$ cat src/rtl/fd_pkg.sv
// Shared defaults for the fetch-to-decode instruction queue.
package fd_pkg;

  localparam int                INSTR_W_DEF      = 32;
  localparam int                PC_W_DEF         = 32;
  localparam logic [31:0]       BUBBLE_INSTR_DEF = 32'h0000_0000;

endpackage

$ cat src/rtl/fd_ring_buf.sv
// Circular buffer with explicit occupancy count; storage itself is never reset.
module fd_ring_buf #(
  parameter  int DEPTH = 4,
  parameter  int W     = 64,
  localparam int PTR_W = $clog2(DEPTH),
  localparam int CNT_W = $clog2(DEPTH + 1)
) (
  input  logic             clk,
  input  logic             rst,
  input  logic             clear,
  input  logic             push,
  input  logic             pop,
  input  logic [W-1:0]     wr_data,
  output logic [W-1:0]     rd_data,
  output logic [CNT_W-1:0] count,
  output logic             empty,
  output logic             full
);

  logic [W-1:0]     mem [DEPTH];
  logic [PTR_W-1:0] head;
  logic [PTR_W-1:0] tail;
  logic             do_push;
  logic             do_pop;

  assign empty   = (count == '0);
  assign full    = (count == CNT_W'(DEPTH));
  assign do_push = push && !full && !clear && !rst;
  assign do_pop  = pop && !empty && !clear && !rst;
  assign rd_data = mem[head];

  always_ff @(posedge clk) begin
    if (do_push) mem[tail] <= wr_data;
  end

  // Pointers wrap naturally because DEPTH is a power of two.
  always_ff @(posedge clk) begin
    if (rst || clear) begin
      head  <= '0;
      tail  <= '0;
      count <= '0;
    end else begin
      if (do_push) tail <= tail + PTR_W'(1);
      if (do_pop)  head <= head + PTR_W'(1);
      case ({do_push, do_pop})
        2'b10:   count <= count + CNT_W'(1);
        2'b01:   count <= count - CNT_W'(1);
        default: count <= count;
      endcase
    end
  end

endmodule

$ cat src/rtl/fd_inst_queue.sv
// Fetch/decode boundary: instruction queue with empty-queue bypass into a decode register.
module fd_inst_queue
  import fd_pkg::*;
#(
  parameter int                 DEPTH        = 4,
  parameter int                 INSTR_W      = INSTR_W_DEF,
  parameter int                 PC_W         = PC_W_DEF,
  parameter logic [INSTR_W-1:0] BUBBLE_INSTR = INSTR_W'(BUBBLE_INSTR_DEF)
) (
  input  logic                       Clk,
  input  logic                       Reset,
  input  logic                       Flush,
  input  logic                       F_Valid,
  input  logic [INSTR_W-1:0]         F_Instruction,
  input  logic [PC_W-1:0]            F_PC,
  output logic                       F_Ready,
  input  logic                       D_Stall,
  output logic [INSTR_W-1:0]         D_Instruction,
  output logic [PC_W-1:0]            D_PC,
  output logic                       D_Valid,
  output logic [$clog2(DEPTH+1)-1:0] Count
);

  localparam int W = INSTR_W + PC_W;

  logic         full;
  logic         empty;
  logic         push_ok;
  logic         advance;
  logic         bypass;
  logic         q_push;
  logic         q_pop;
  logic [W-1:0] head_data;

  assign F_Ready = !full;
  assign push_ok = F_Valid && !full;
  assign advance = !D_Stall;
  assign bypass  = advance && empty && push_ok;
  assign q_push  = push_ok && !bypass && !Flush;
  assign q_pop   = advance && !empty && !Flush;

  fd_ring_buf #(
    .DEPTH (DEPTH),
    .W     (W)
  ) u_ring (
    .clk     (Clk),
    .rst     (Reset),
    .clear   (Flush),
    .push    (q_push),
    .pop     (q_pop),
    .wr_data ({F_PC, F_Instruction}),
    .rd_data (head_data),
    .count   (Count),
    .empty   (empty),
    .full    (full)
  );

  // Decode register: queue head beats bypass, bypass beats bubble; D_PC holds on bubbles.
  always_ff @(posedge Clk) begin
    if (Reset) begin
      D_Instruction <= '0;
      D_PC          <= '0;
      D_Valid       <= 1'b0;
    end else if (Flush) begin
      D_Instruction <= BUBBLE_INSTR;
      D_Valid       <= 1'b0;
    end else if (advance) begin
      if (!empty) begin
        D_Instruction <= head_data[INSTR_W-1:0];
        D_PC          <= head_data[W-1:INSTR_W];
        D_Valid       <= 1'b1;
      end else if (push_ok) begin
        D_Instruction <= F_Instruction;
        D_PC          <= F_PC;
        D_Valid       <= 1'b1;
      end else begin
        D_Instruction <= BUBBLE_INSTR;
        D_Valid       <= 1'b0;
      end
    end
  end

endmodule

$ cat config.mk
export PLATFORM = sky130hd
export DESIGN_NAME = fd_inst_queue
export DESIGN_NICKNAME = d
export VERILOG_FILES = /design/src/rtl/fd_pkg.sv /design/src/rtl/fd_ring_buf.sv /design/src/rtl/fd_inst_queue.sv
export SDC_FILE = /design/constraint.sdc
export NUM_CORES = 1
export LEC_CHECK = 0
export ABC_AREA = 1
export CAP_MARGIN = 20
export CORE_AREA = 3 3 156 158
export CTS_BUF_LIST = sky130_fd_sc_hd__clkbuf_4 sky130_fd_sc_hd__clkbuf_8 sky130_fd_sc_hd__clkbuf_16
export CTS_CLUSTER_DIAMETER = 80
export CTS_CLUSTER_SIZE = 10
export DETAILED_ROUTE_END_ITERATION = 7
export DIE_AREA = 0 0 159 161
export PLACE_DENSITY_LB_ADDON = 0.25
export SYNTH_ARGS = -nofsm -noshare
export SYNTH_HDL_FRONTEND = slang
export SYNTH_SLANG_ARGS = --single-unit
$ cat constraint.sdc
create_clock -name Clk -period 7.42 [get_ports Clk]
set_clock_uncertainty 0.1 [all_clocks]
set_input_delay 0.742 -clock Clk [delete_from_list [all_inputs] [get_ports Clk]]
set_output_delay 0.742 -clock Clk [all_outputs]
set_load 0.005 [all_outputs]
# [After elaboration in Yosys (flattened, before gate mapping)]
# Memories as Yosys holds them, arrays and structs flattened. A register that Yosys moved wholly into a read port is not among the register bits.
# Cells that the tools add are included.
[totals] register_bits=72 ramBits=256 input_bits=69 out_inout_bits=69 elab_cells=52 memories=1
[classes] add_sub_neg=4 n_eq_ne=4 muxes=11 bitwise=2 reduce_logical=24
[mem_list] memory="u_ring.mem" depth=4 width=64 rd=1 rd_ports_with_merged_regs=1 write_ports=1 line="fd_ring_buf.sv:20" source="logic [W-1:0] mem [DEPTH];"
[ops] operator="$mux 32" n=4
[ops] operator="$logic_and 1x1->1" n=13
[ops] operator="$logic_not 1->1" n=6
[ops] operator="$pmux 3 s2" n=1
[ops] operator="$add 2x1->2 const B" n=2
[ops] operator="$mux 1" n=4
[ops] operator="$mux 2" n=2
[ops] operator="$add 3x1->3 const B" n=1
[ops] operator="$eq 3x3->1 const B" n=1
[ops] operator="$logic_not 3->1" n=1
[ops] operator="$reduce_and 3->1" n=1
[ops] operator="$sub 3x1->3 const B" n=1
[ops] operator="$eq 2x1->1 const B" n=1
[ops] operator="$eq 2x2->1 const B" n=1
[ops] operator="$ne 2x1->1 const B" n=1
[ops] operator="$not 1->1" n=2
[ops] operator="$reduce_bool 2->1" n=1
[ops] operator="$reduce_or 2->1" n=1
[ops] operator="$logic_or 1x1->1" n=1

# [Longest topological paths before layout]
# Gate-level depths: netlist of the first run.
[depth] word_depth=12 mapped_depth=13 ltp_nobuf=12

# [Cells and area by module]
# From an unflattened synthesis of the first run, not the netlist that was laid out.
[unflattened] cells_unflattened=1191 hier_area_um2=13177.6
[modules_own_cells] module="fd_ring_buf" instances=1 cells_per_inst=694 area_per_inst_um2=10000.8 seq_area_each_um2=7867.5
[modules_own_cells] module="fd_inst_queue" instances=1 cells_per_inst=497 area_per_inst_um2=3176.8 seq_area_each_um2=1301.2

# [Worst setup path before layout of the first run]
# No wires, ideal clock.
[synth_path] path_kind="input to register" start="in D_Stall" end="mem u_ring.mem[0][0] (enable)" setup_time_ns=0.487 arrival_time_ns=3.982 required_time_ns=6.833 slack_ns=2.851 stages=5 path_buffers=1 cell_sequence="buf_2 > inv_2 > nand3_1 > nand3_2 > nor2_1"
[synth_via] elab_chain_len=11
[synth_rtl] item="start, declared" line="fd_inst_queue.sv:17" source="input logic D_Stall,"
[synth_rtl] item="$logic_not 1->1" line="fd_inst_queue.sv:37" source="assign advance = !D_Stall;"
[synth_rtl] item="$logic_and 1x1->1 (2 in series)" line="fd_inst_queue.sv:38" source="assign bypass = advance && empty && push_ok;"
[synth_rtl] item="$logic_not 1->1" line="fd_inst_queue.sv:39" source="assign q_push = push_ok && !bypass && !Flush;"
[synth_rtl] item="$logic_and 1x1->1 (2 in series)" line="fd_inst_queue.sv:39"
[synth_rtl] item="$logic_and 1x1->1 (3 in series)" line="fd_ring_buf.sv:28" source="assign do_push = push && !full && !clear && !rst;"
[synth_rtl] item="$mux 1" line="fd_ring_buf.sv:33" source="if (do_push) mem[tail] <= wr_data;"
[synth_rtl] item="$mux 1 (implied by the code)" line="fd_ring_buf.sv:33"
[synth_rtl] item="end, declared" line="fd_ring_buf.sv:20"
# Every way passes these cells.

# [Worst setup path after layout of the first run]
[layout_path] start="in D_Stall" end="mem u_ring.mem[0][55] (enable)"
# The elaborated chain is that of the path after synthesis.

==> summary.txt, run 1 <==
Run status = finished clean
Largest delay share family, worst path = buffers and inverters
Largest stage delay on the critical path = 0.71 ns
Buffers on Ports = 137
Instance count of the mapped netlist = 1479
DPL Wire Length = 18000 um
Data required time of the worst path = 7.45 ns
Initial Utilization = 0.604
CP Data Arrival Time = 3.81 ns
Classification of the worst setup path = in2reg
Global-route wire length before repair = 50900 um
Hold_buf cts = 0
Via density per instance = 5.36
Post-route setup slack = 3.64 ns
Clk pin slew, worst setup/hold paths = 0.05 ns
Number of buffers inserted by post-CTS setup repair = 0
Worst setup SP type = primary input
Last weighted congestion value of the routability-driven placer = 0.808
CTS buffer count = 38
Path depth of the worst reg2reg path = 12
Global-route congestion overflow total = 0
Cell type of the slowest stage on the worst timing path = sky130_fd_sc_hd__nor2_4
Final setup TNS = 0 ns
Number of antenna violations at the first check in global routing = 0
Remaining antenna violation count = 0
Post-layout util = 0.719
Final net count = 1661
Worst hold-check slack = 0.368 ns
Biggest fanout along the worst timing path = 39
Synth warnings = 0
Actual transition at the worst max-transition pin = 0.986 ns
Worst flop-to-flop path endpoint = u_ring.count[2]$_SDFFE_PP0P_
Global routing usage summed across all routing layers = 0.247
Power density over the cells = 238 nW/um^2
Critical Path End Type = flip-flop
Die W = 159 um
Core ar. = 23300 sq um
Fraction of power consumed by the clock network = 0.440
Layout cells sized above 1 = 0.0632
Largest area contributor in the synthesized netlist = sky130_fd_sc_hd__edfxtp_1
Top post-synthesis cells by area = sky130_fd_sc_hd__edfxtp_1, sky130_fd_sc_hd__nand2_1, sky130_fd_sc_hd__dfxtp_1
Sw power = 0.806 mW
# Max-Cap Violations = 0
Final Max Tran Viols = 0
Pin count of the biggest net entering global routing = 85
Area delta synth->final = 19.1%
Non-filler cells, final = 1932
Number of inserted diodes = 0
Switching part of the total power = 0.202
DRC = 0
Count of cells resized by post-cts repair = 0
Mapped Nets = 1554
Setup repair after global routing missed its margin = no
Number of top-level design ports = 138
Post-route cell area = 16700 sq um
Post-synthesis instance area = 14000 sq um
Vias after detailed routing = 10350
Area share of the leading cell type in the synthesized netlist = 0.547
Seq pwr share = 0.508
Critical path, cell by cell = buf_2 -> inv_2 -> nand3_1 -> nand3_2 -> nor2_4 -> buf_4
Hold Crit Endpoint = D_Instruction[0]$_SDFFE_PP0N_
H-tree levels = 2
Seq cells post-synth = 330
Worst-case clock buffer depth = 3
HP Start = D_Instruction[0]$_SDFFE_PP0N_
Reg-to-reg setup timing slack = 4.25 ns
Vertical die dimension = 161 um
Number of search-and-repair iterations in the first detailed-routing pass = 5
Dpl ws = 2.99 ns
Worst Hold Path Cells = 2
Insertion delay of the later-clocked pin in the worst-skew pair = 0.51 ns
Total count of hold-check failures in the final report = 0
Number of setup violations in the final report = 0
Minimum period implied by the final worst setup slack = 3.78 ns
Synth cell types = 25
Root Buffer = sky130_fd_sc_hd__clkbuf_16
Worst hold path type = reg2reg
Clock tree from TritonCTS = done
Violation count after the first detailed-routing iteration = 980
DIE AREA = 25600 sq um
Worst reg2reg path startpoint = u_ring.count[2]$_SDFFE_PP0P_
Max Freq = 265 MHz
Part of the cycle the worst path needs = 0.509
Routed wire length = 32200 um
Design Power = 3.99 mW
Internal power summed over all cells = 3.18 mW
Mapped Avg Cell Area = 9.50 sq um
Sequential element share of the synthesized area = 0.653
Number of clock sinks seen by CTS = 330
Buffer and inverter count on the worst path = 3
Placed cell count = 1864
Worst slew slack as a fraction of its limit = 0.342
IR drop worst, VDD = 204 uV
Static Leak = 6.88 nW
Placement row count = 56
Post-detailed-route wirelength per cell = 16.7 um
Part of the total power dissipated in combinational logic = 0.052
Via count of the first global-routing pass = 10069
Post-Place Cell Area = 15500 sq um
## area by class of cell
type | count | area (sq um)
repair buffers | 150 | 1480
clock buffers | 66 | 1180
fillers | 1691 | 6530
multi-input cells | 908 | 3890
well taps | 319 | 399
flip-flops and latches | 330 | 9170
clock inverters | 1 | 8.76
inverters | 158 | 596
## per-layer routing
layer,up-vias,global-route usage,wire (um)
li1,4996,-,-
met1,4859,0.320,13200
met2,423,0.417,15600
met3,72,0.0477,2610
met4,0,0.0987,888
met5,-,0,0
## cells by family after synthesis
kind of cell	Yosys count	synth area share
compound gates	80	0.0287
fa+ha+maj	6	0.00588
buf+inv	241	0.0727
flops	330	0.653
simple gates	822	0.240
## sequential cells by signal, summed over array words and instances (netlist names), named ones only
name and count:
D_Instruction 32, D_PC 32, D_Valid 1, u_ring.count 3, u_ring.head 2, u_ring.mem 256
u_ring.tail 2
## how the worst max path moves through the flow
stage | startpoint | to | slack [ns] | cells after the start
floorplan | D_Stall | u_ring.mem[0][0]$_DFFE_PP_ | 2.85 | 5
global placement | Reset | u_ring.mem[3][37]$_DFFE_PP_ | 3.09 | 9
detailed placement | D_Stall | u_ring.mem[3][38]$_DFFE_PP_ | 2.99 | 6
CTS | D_Stall | u_ring.mem[3][46]$_DFFE_PP_ | 3.50 | 6
global route | D_Stall | u_ring.mem[0][55]$_DFFE_PP_ | 3.46 | 6
finish | D_Stall | u_ring.mem[0][55]$_DFFE_PP_ | 3.64 | 6
## layout by cell type, fill, tap and decap left out, drive strengths merged
master / n
dfxtp: 74
edfxtp: 256
nand4: 2
inv: 159
fa: 1
ha: 5
nand3: 181
nor3: 2
o21bai: 1
a21oi: 73
nor2: 108
and3: 1
buf: 14
o21ai: 6
nand2: 528
clkdlybuf4s50: 136
clkbuf: 66
## worst register-to-register path: stages (launching register included)
cell,delay (ns)
sky130_fd_sc_hd__dfxtp_1,0.35
sky130_fd_sc_hd__inv_2,0.22
sky130_fd_sc_hd__nand2_2,0.16
sky130_fd_sc_hd__buf_4,0.66
sky130_fd_sc_hd__nand2_2,0.38
sky130_fd_sc_hd__nor2_2,0.21
sky130_fd_sc_hd__ha_1,0.16
sky130_fd_sc_hd__inv_1,0.07
sky130_fd_sc_hd__fa_1,0.38
sky130_fd_sc_hd__nand2_1,0.08
sky130_fd_sc_hd__nand2_1,0.06
sky130_fd_sc_hd__o21ai_0,0.15
sky130_fd_sc_hd__a21oi_1,0.05
## power groups by stage
stage                     logic [mW]  clock network [mW]  registers (mW)
after floorplan               0.0958                   0            2.06
after global placement         0.201                   0            2.06
after detailed placement       0.206                   0            2.06
after CTS                      0.208                1.78            2.02
after global routing           0.230                1.86            2.03
final                          0.209                1.75            2.02
## synthesized netlist by cell type (all sizes together)
library cell,count
and3,1
ha,5
o21ai,6
nand2,528
fa,1
edfxtp,256
clkbuf,18
nor2,108
nand3,181
buf,65
o21bai,1
a21oi,73
nor3,2
dfxtp,74
nand4,2
inv,158
No activity file was read; power rests on OpenSTA's default activity.
==> run 2: changes to the inputs <==
CORE_AREA = 3 3 169 171   (was 3 3 156 158)
DIE_AREA = 0 0 172 174   (was 0 0 159 161)
clock period = 3.3 ns   (was 7.42 ns; I/O delays follow)
==> summary.txt, run 2 (synthesized netlist as in run 1, its figures left out) <==
Run status = finished clean
Die W = 172 um
Hold_buf cts = 0
IR drop worst, VDD = 296 uV
Buffers on Ports = 137
Core ar. = 27000 sq um
Clock tree from TritonCTS = done
Cell type of the slowest stage on the worst timing path = sky130_fd_sc_hd__inv_2
Leading cell type in the layout, fill and taps excluded = sky130_fd_sc_hd__nand2_1
Number of search-and-repair iterations in the first detailed-routing pass = 5
Global routing usage summed across all routing layers = 0.212
Largest stage delay on the critical path = 0.40 ns
DIE AREA = 29900 sq um
Violation count after the first detailed-routing iteration = 751
Total count of hold-check failures in the final report = 0
CTS buffer count = 38
Critical path, cell by cell = inv_2 -> nand3_1 -> nand3_2 -> ha_1 -> inv_1 -> fa_1 -> nor2_1 -> nor2_1 -> nand2_1 -> o21ai_0 -> a21oi_1
Design Power = 8.96 mW
Vias after detailed routing = 9953
H-tree levels = 2
DRC = 0
Final setup TNS = 0 ns
Fill cell instance count of the final layout = 2207
Number of top-level design ports = 138
Placement row count = 60
Worst slew slack as a fraction of its limit = 0.334
Non-filler cells, final = 1964
Classification of the worst setup path = reg2reg
Worst setup SP type = flip-flop
Insertion delay of the later-clocked pin in the worst-skew pair = 0.51 ns
Worst hold path type = in2reg
Number of setup violations in the final report = 0
Worst-case clock buffer depth = 3
Static Leak = 6.94 nW
Critical Path End Type = flip-flop
# Max-Cap Violations = 0
Most frequent cell on the critical path = sky130_fd_sc_hd__nor2_1
Initial Utilization = 0.520
Global-route wire length before repair = 50800 um
Via count of the first global-routing pass = 9804
Vertical die dimension = 174 um
Combined flip-flop and latch cell area = 9170 sq um
Final net count = 1670
Clk pin slew, worst setup/hold paths = 0.05 ns
Largest delay share family, worst path = simple AND/OR/NAND/NOR gates
DPL Wire Length = 18600 um
Root Buffer = sky130_fd_sc_hd__clkbuf_16
Number of antenna violations at the first check in global routing = 1
Max Freq = 390 MHz
Layout cells sized above 1 = 0.0691
Global-route congestion overflow total = 0
Via density per instance = 5.07
Setup repair after global routing missed its margin = no
Max FFs per register = 256
Placed cell count = 1896
Worst hold-check slack = 0.315 ns
Buffer and inverter count on the worst path = 2
Power density over the cells = 530 nW/um^2
Biggest registers after layout = u_ring.mem x256, D_Instruction x32, D_PC x32
CP Data Arrival Time = 2.91 ns
Final Max Tran Viols = 0
Remaining antenna violation count = 0
Routed wire length = 31500 um
Post-detailed-route wirelength per cell = 16.0 um
Number of buffers inserted by post-CTS setup repair = 0
Pin count of the biggest net entering global routing = 96
Number of clock sinks seen by CTS = 330
Post-layout util = 0.625
Largest reg by FF count = u_ring.mem
Multi-input combinational cell area = 3900 sq um
Area delta synth->final = 20.2%
Actual transition at the worst max-transition pin = 0.998 ns
Biggest fanout along the worst timing path = 26
Part of the cycle the worst path needs = 0.777
Minimum period implied by the final worst setup slack = 2.56 ns
Last weighted congestion value of the routability-driven placer = 0.802
Commonest non-fill, non-tap cells in the layout = sky130_fd_sc_hd__nand2_1, sky130_fd_sc_hd__edfxtp_1, sky130_fd_sc_hd__nand3_1
Count of cells resized by post-cts repair = 0
Data required time of the worst path = 3.64 ns
[run 2: worst register-to-register path, cell delays in order, from the launching register on]
cell                      delay, ns
sky130_fd_sc_hd__dfxtp_1       0.32
sky130_fd_sc_hd__inv_2         0.40
sky130_fd_sc_hd__nand3_1       0.25
sky130_fd_sc_hd__nand3_2       0.30
sky130_fd_sc_hd__ha_1          0.22
sky130_fd_sc_hd__inv_1         0.07
sky130_fd_sc_hd__fa_1          0.39
sky130_fd_sc_hd__nor2_1        0.12
sky130_fd_sc_hd__nor2_1        0.04
sky130_fd_sc_hd__nand2_1       0.06
sky130_fd_sc_hd__o21ai_0       0.07
sky130_fd_sc_hd__a21oi_1       0.13
[run 2: final timing paths]
| kind | end | cells past startpoint | slack [ns] | start |
|---|---|---|---|---|
| worst max register to register | u_ring.count[2]$_SDFFE_PP0P_ | 11 | 0.74 | u_ring.count[2]$_SDFFE_PP0P_ |
| worst min register to register | D_Instruction[27]$_SDFFE_PP0N_ | 2 | 0.36 | D_Instruction[27]$_SDFFE_PP0N_ |
| worst min-delay path | D_Instruction[26]$_SDFFE_PP0N_ | 4 | 0.32 | D_Stall |
| worst max-delay path | u_ring.count[2]$_SDFFE_PP0P_ | 11 | 0.74 | u_ring.count[2]$_SDFFE_PP0P_ |
[run 2: power by group]
part | total (mW) | leakage (nW) | switching (mW) | internal, mW
registers | 4.55 | 2.91 | 0.0211 | 4.53
logic | 0.477 | 3.42 | 0.268 | 0.209
clock network | 3.93 | 0.609 | 1.51 | 2.42
total | 8.96 | 6.94 | 1.80 | 7.16
[run 2: area by class of cell]
type / instances / area share
repair buffers: 159 / 0.0951
multi-input cells: 908 / 0.231
inverters: 158 / 0.0353
clock inverters: 1 / 0.000519
well taps: 341 / 0.0253
diodes: 1 / 0.000148
flip-flops and latches: 330 / 0.543
clock buffers: 66 / 0.0698
[run 2: metrics by stage]
| step | worst slack, ns | area, sq um |
|---|---|---|
| finish | 0.737 | 16900 |
| global route | 0.568 | 16900 |
| floorplan | -0.857 | 14000 |
| global placement | 0.637 | 15700 |
| CTS | 0.743 | 16900 |
| detailed placement | 0.569 | 15700 |
[run 2: per-layer routing]
layer | up-vias | routed length, um | share of wire | track usage
li1 | 5013 | - | - | -
met1 | 4571 | 13900 | 0.44 | 0.289
met2 | 312 | 14800 | 0.47 | 0.350
met3 | 57 | 2020 | 0.064 | 0.0393
met4 | 0 | 718 | 0.023 | 0.0589
met5 | - | 0 | 0 | 0
==> edit 1, RTL diff (settings of run 2) <==
`DEPTH` is set to 4 in 2 places; all go to 2.
--- a/src/rtl/fd_ring_buf.sv
+++ b/src/rtl/fd_ring_buf.sv
@@ -1,6 +1,6 @@
 // Circular buffer with explicit occupancy count; storage itself is never reset.
 module fd_ring_buf #(
-  parameter  int DEPTH = 4,
+  parameter  int DEPTH = 2,
   parameter  int W     = 64,
   localparam int PTR_W = $clog2(DEPTH),
   localparam int CNT_W = $clog2(DEPTH + 1)
--- a/src/rtl/fd_inst_queue.sv
+++ b/src/rtl/fd_inst_queue.sv
@@ -2,7 +2,7 @@
 module fd_inst_queue
   import fd_pkg::*;
 #(
-  parameter int                 DEPTH        = 4,
+  parameter int                 DEPTH        = 2,
   parameter int                 INSTR_W      = INSTR_W_DEF,
   parameter int                 PC_W         = PC_W_DEF,
   parameter logic [INSTR_W-1:0] BUBBLE_INSTR = INSTR_W'(BUBBLE_INSTR_DEF)
Interface: changed (resized Count); port bits go from 138 to 137. No check against the original RTL was run, so the function may have changed too.
==> edit 1 against run 2 <==
Final area decreased by 40%. Die area did not move. Area after synthesis shrank 43%. Synthesized cell count down 46%. Sequential power down 40%. Critical path depth fell by 7. Routed wire length fell by 39%. Setup slack better by 0.34 ns. Cell count down 35%. Global-route usage decreased by 7.8 points. Power decreased by 44%. Sequential cell count down 132. Via count shrank 43%.
==> edit 1: results <==
[grt]
met2_usage = 0.222
grt_use_met3 = 0.0246
grt_pass1_wl_mm = 31.3
antenna_found_initial = 0
use_met1 = 0.175

[critical_path]
critPathArrivalTime_ns = 1.79
path_max_fanout = 4
reg2regPathDepth = 6

[logic_synthesis]
synth.net_count = 874
yosysSeqAreaShare = 0.656
synth-edff-count = 128
ys_top_cells_by_area = "edfxtp_1 48%, dfxtp_1 18%, nand2_1 12%, nand3_1 4.1%, a31oi_1 2.6%"
yosys-top-cells-count = "263 x nand2_1, 128 x edfxtp_1, 70 x dfxtp_1, 66 x nand3_1, 41 x inv_1"
synth_top_area_frac = 0.480

[status]
outcome = "finished clean"

[place]
gp_congestion = 0.689
preCtsSetupSlack_ns = 0.887

[clocking]
clk_pin_slew_ns = 0.07
clockBufferDepth = 2

[min_path]
hold_class = "reg -> reg"
hold_depth = 2

[detailed_routing]
vias = 5702
routedWlPerCell_um = 15.1
drt_iter0_drc = 351

[cells_and_area]
diodes = 0
drive_gt1_frac = 0.0620
nFillCells = 2717

[timing]
worst_pin_slew_ns = 0.760

[power_and_ir_drop]
leakage_nw = 3.73
[edit 1: final timing paths]
path / startpoint / to / slack (ns)
min: D_Valid / D_Valid / 0.37
max reg2reg: u_ring.count[0] / D_PC[29] / 1.18
max: u_ring.count[1] / F_Ready / 1.08
min reg2reg: D_Valid / D_Valid / 0.37
[edit 1: metal layers]
metal | routed length (um) | vias up
li1 | - | 2916
met1 | 8860 | 2628
met2 | 9160 | 130
met3 | 802 | 28
met4 | 403 | 0
met5 | 0 | -
[edit 1: cell families after synthesis]
kind of cell | after synthesis | synth area share
AOI/OAI and AO/OA | 105 | 0.0708
adders and majority gates | 1 | 0.00156
DFF | 198 | 0.656
and+or+nand+nor | 407 | 0.215
buffers and inverters | 93 | 0.0569
[edit 1: final cells by class]
| class | count | share of cell area |
|---|---|---|
| inverter | 43 | 0.0160 |
| clock inverter | 15 | 0.0122 |
| timing repair buffer | 149 | 0.146 |
| sequential | 198 | 0.515 |
| clock buffer | 17 | 0.0418 |
| tap | 341 | 0.0419 |
| multi-input combinational | 513 | 0.227 |
[edit 1: where the power goes]
| part | internal, W | leakage [nW] | switching [W] |
|---|---|---|---|
| Combinational | 0.000195 | 1.73 | 0.000176 |
| Sequential | 0.00269 | 1.73 | 0.0000229 |
| Clock | 0.000985 | 0.274 | 0.000960 |
| Total | 0.00387 | 3.73 | 0.00116 |
[edit 1: metrics by stage]
| stage | cell area [um2] | instances |
|---|---|---|
| after floorplan | 8000 | 804 |
| final | 10200 | 1276 |
| after global placement | 9630 | 1244 |
| after global routing | 10200 | 1276 |
| after detailed placement | 9630 | 1244 |
| after CTS | 10200 | 1276 |
[edit 1: critical path: stages, from the launching register on]
cell and delay (ns):
dfxtp_1 0.44, inv_1 0.13, nor2_1 0.22, inv_1 0.12, clkdlybuf4s50_1 0.47
==> edit 2, RTL diff (settings of run 2) <==
Without the edit above. Reset style: asynchronous (`Reset`), changed in one clocked block.
--- a/src/rtl/fd_inst_queue.sv
+++ b/src/rtl/fd_inst_queue.sv
@@ -56,7 +56,7 @@
   );
 
   // Decode register: queue head beats bypass, bypass beats bubble; D_PC holds on bubbles.
-  always_ff @(posedge Clk) begin
+  always_ff @(posedge Clk or posedge Reset) begin
     if (Reset) begin
       D_Instruction <= '0;
       D_PC          <= '0;
Check against the original RTL: differs if Reset is asserted again (counterexample within 4 cycles, from zero or initial values and one cycle with Reset high); with Reset held inactive, the same outputs for 4 cycles.
==> edit 2 against run 2 <==
Synthesized cell count down 6.9%. Routed wire length down 1.9%. Sequential cell count unchanged. Setup slack better by 0.15 ns. Area after synthesis down 1.8%. Final area down 0.47%. Count of clock-buffer cells in the layout up 4. Worst hold slack worse by 0.092 ns. Power up 4.4%. Non-clock buffer count up 5. Critical path type is now reg -> out. Largest cell class unchanged.
==> edit 2: results <==
[detailed_routing]
drt_iter0_drc = 783
drt-total-wl_mm = 30.9
dr.max_layer_used = "met5"
drt_pre_antenna_iters = 6
vias = 9743
avgViaCountPerCell = 5.19
dr_wl_met2_mm = 15.5
wl_met1_mm = 13.0

[clocking]
cts_buffers = 38

[place]
dpl.hpwl_mm = 18.0
postPlaceCellArea_mm2 = 0.0156
gp_congestion = 0.798
placedCellCount = 1808

[timing]
hold_ws_ns = 0.224
maxSlewHeadroom = 0.427
min_period_ns = 2.42

[power_and_ir_drop]
p_sw_frac = 0.202
vdd_drop_max_mv = 0.351
leakage_nw = 7.06

[critical_path]
path_class = "reg -> out"
path_max_fanout = 35
rrSetupSlack_ns = 1.03
reg2reg_from = "u_ring.count[1]"
critPathArrivalTime_ns = 1.99
crit_path_end = "F_Ready"

[grt]
grt_use_met3 = 0.0337
grt_max_degree = 99
grt_pass1_wl_mm = 50.0
met2_usage = 0.356
use_met1 = 0.273
groute.usage.overall = 0.209

[cells_and_area]
clockNetworkAreaShare = 0.0740
nNetsFinal = 1582
diodes = 0
drive_gt1_frac = 0.0742
multi_input_cells = 919
n_all_inverters = 54
nFillCells = 2148
clock_buffers = 70
n_all_buffers = 164
final_util = 0.622
seq_share = 0.565
multi_input_area_mm2 = 0.00378
bufAreaShareNonClock = 0.0981

[logic_synthesis]
yosysSeqAreaShare = 0.688
synth_compound_area_frac = 0.00218
syn_avg_cell_area_um2 = 10.0
ys_top_cells_by_area = "edfxtp_1 56%, nand2_1 18%, dfrtp_1 12%, nand3_1 6.0%, nor2_1 2.1%"
syn_area_mm2 = 0.0138
synthAdderAreaFrac = 0.00599
yosys-top-cells-count = "660 x nand2_1, 256 x edfxtp_1, 166 x nand3_1, 78 x nor2_1, 65 x dfrtp_1"
synth_cell_type_count = 20
async_reset_ff_frac = 0.197
synth.net_count = 1452

[min_path]
hold_class = "in -> async"

[status]
outcome = "finished clean"
[edit 2: cell types whose count changed in the layout (fill, tap and decap cells not counted), sizes merged, moves of 3 or more]
cell,run 2,this run
inv,159,53
a21oi,73,3
nor2,108,80
clkbuf,66,70
nand3,181,166
dfrtp,0,65
dfxtp,74,9
buf,23,27
nand2,528,661
o21ai,6,3
[edit 2: power by group through the flow]
stage / sequential [W] / combinational, W / clock (W)
final: 0.00466 / 0.000623 / 0.00407
after global routing: 0.00467 / 0.000694 / 0.00433
after CTS: 0.00466 / 0.000633 / 0.00413
after detailed placement: 0.00474 / 0.000629 / 0
after global placement: 0.00474 / 0.000617 / 0
after floorplan: 0.00475 / 0.000227 / 0
[edit 2: worst max-delay path, cell delays in order, from the launching register on]
cell and delay, ns:
dfxtp_1 0.37, nor2_4 0.14, buf_4 0.41, nand2_1 0.09
clkdlybuf4s50_1 0.46
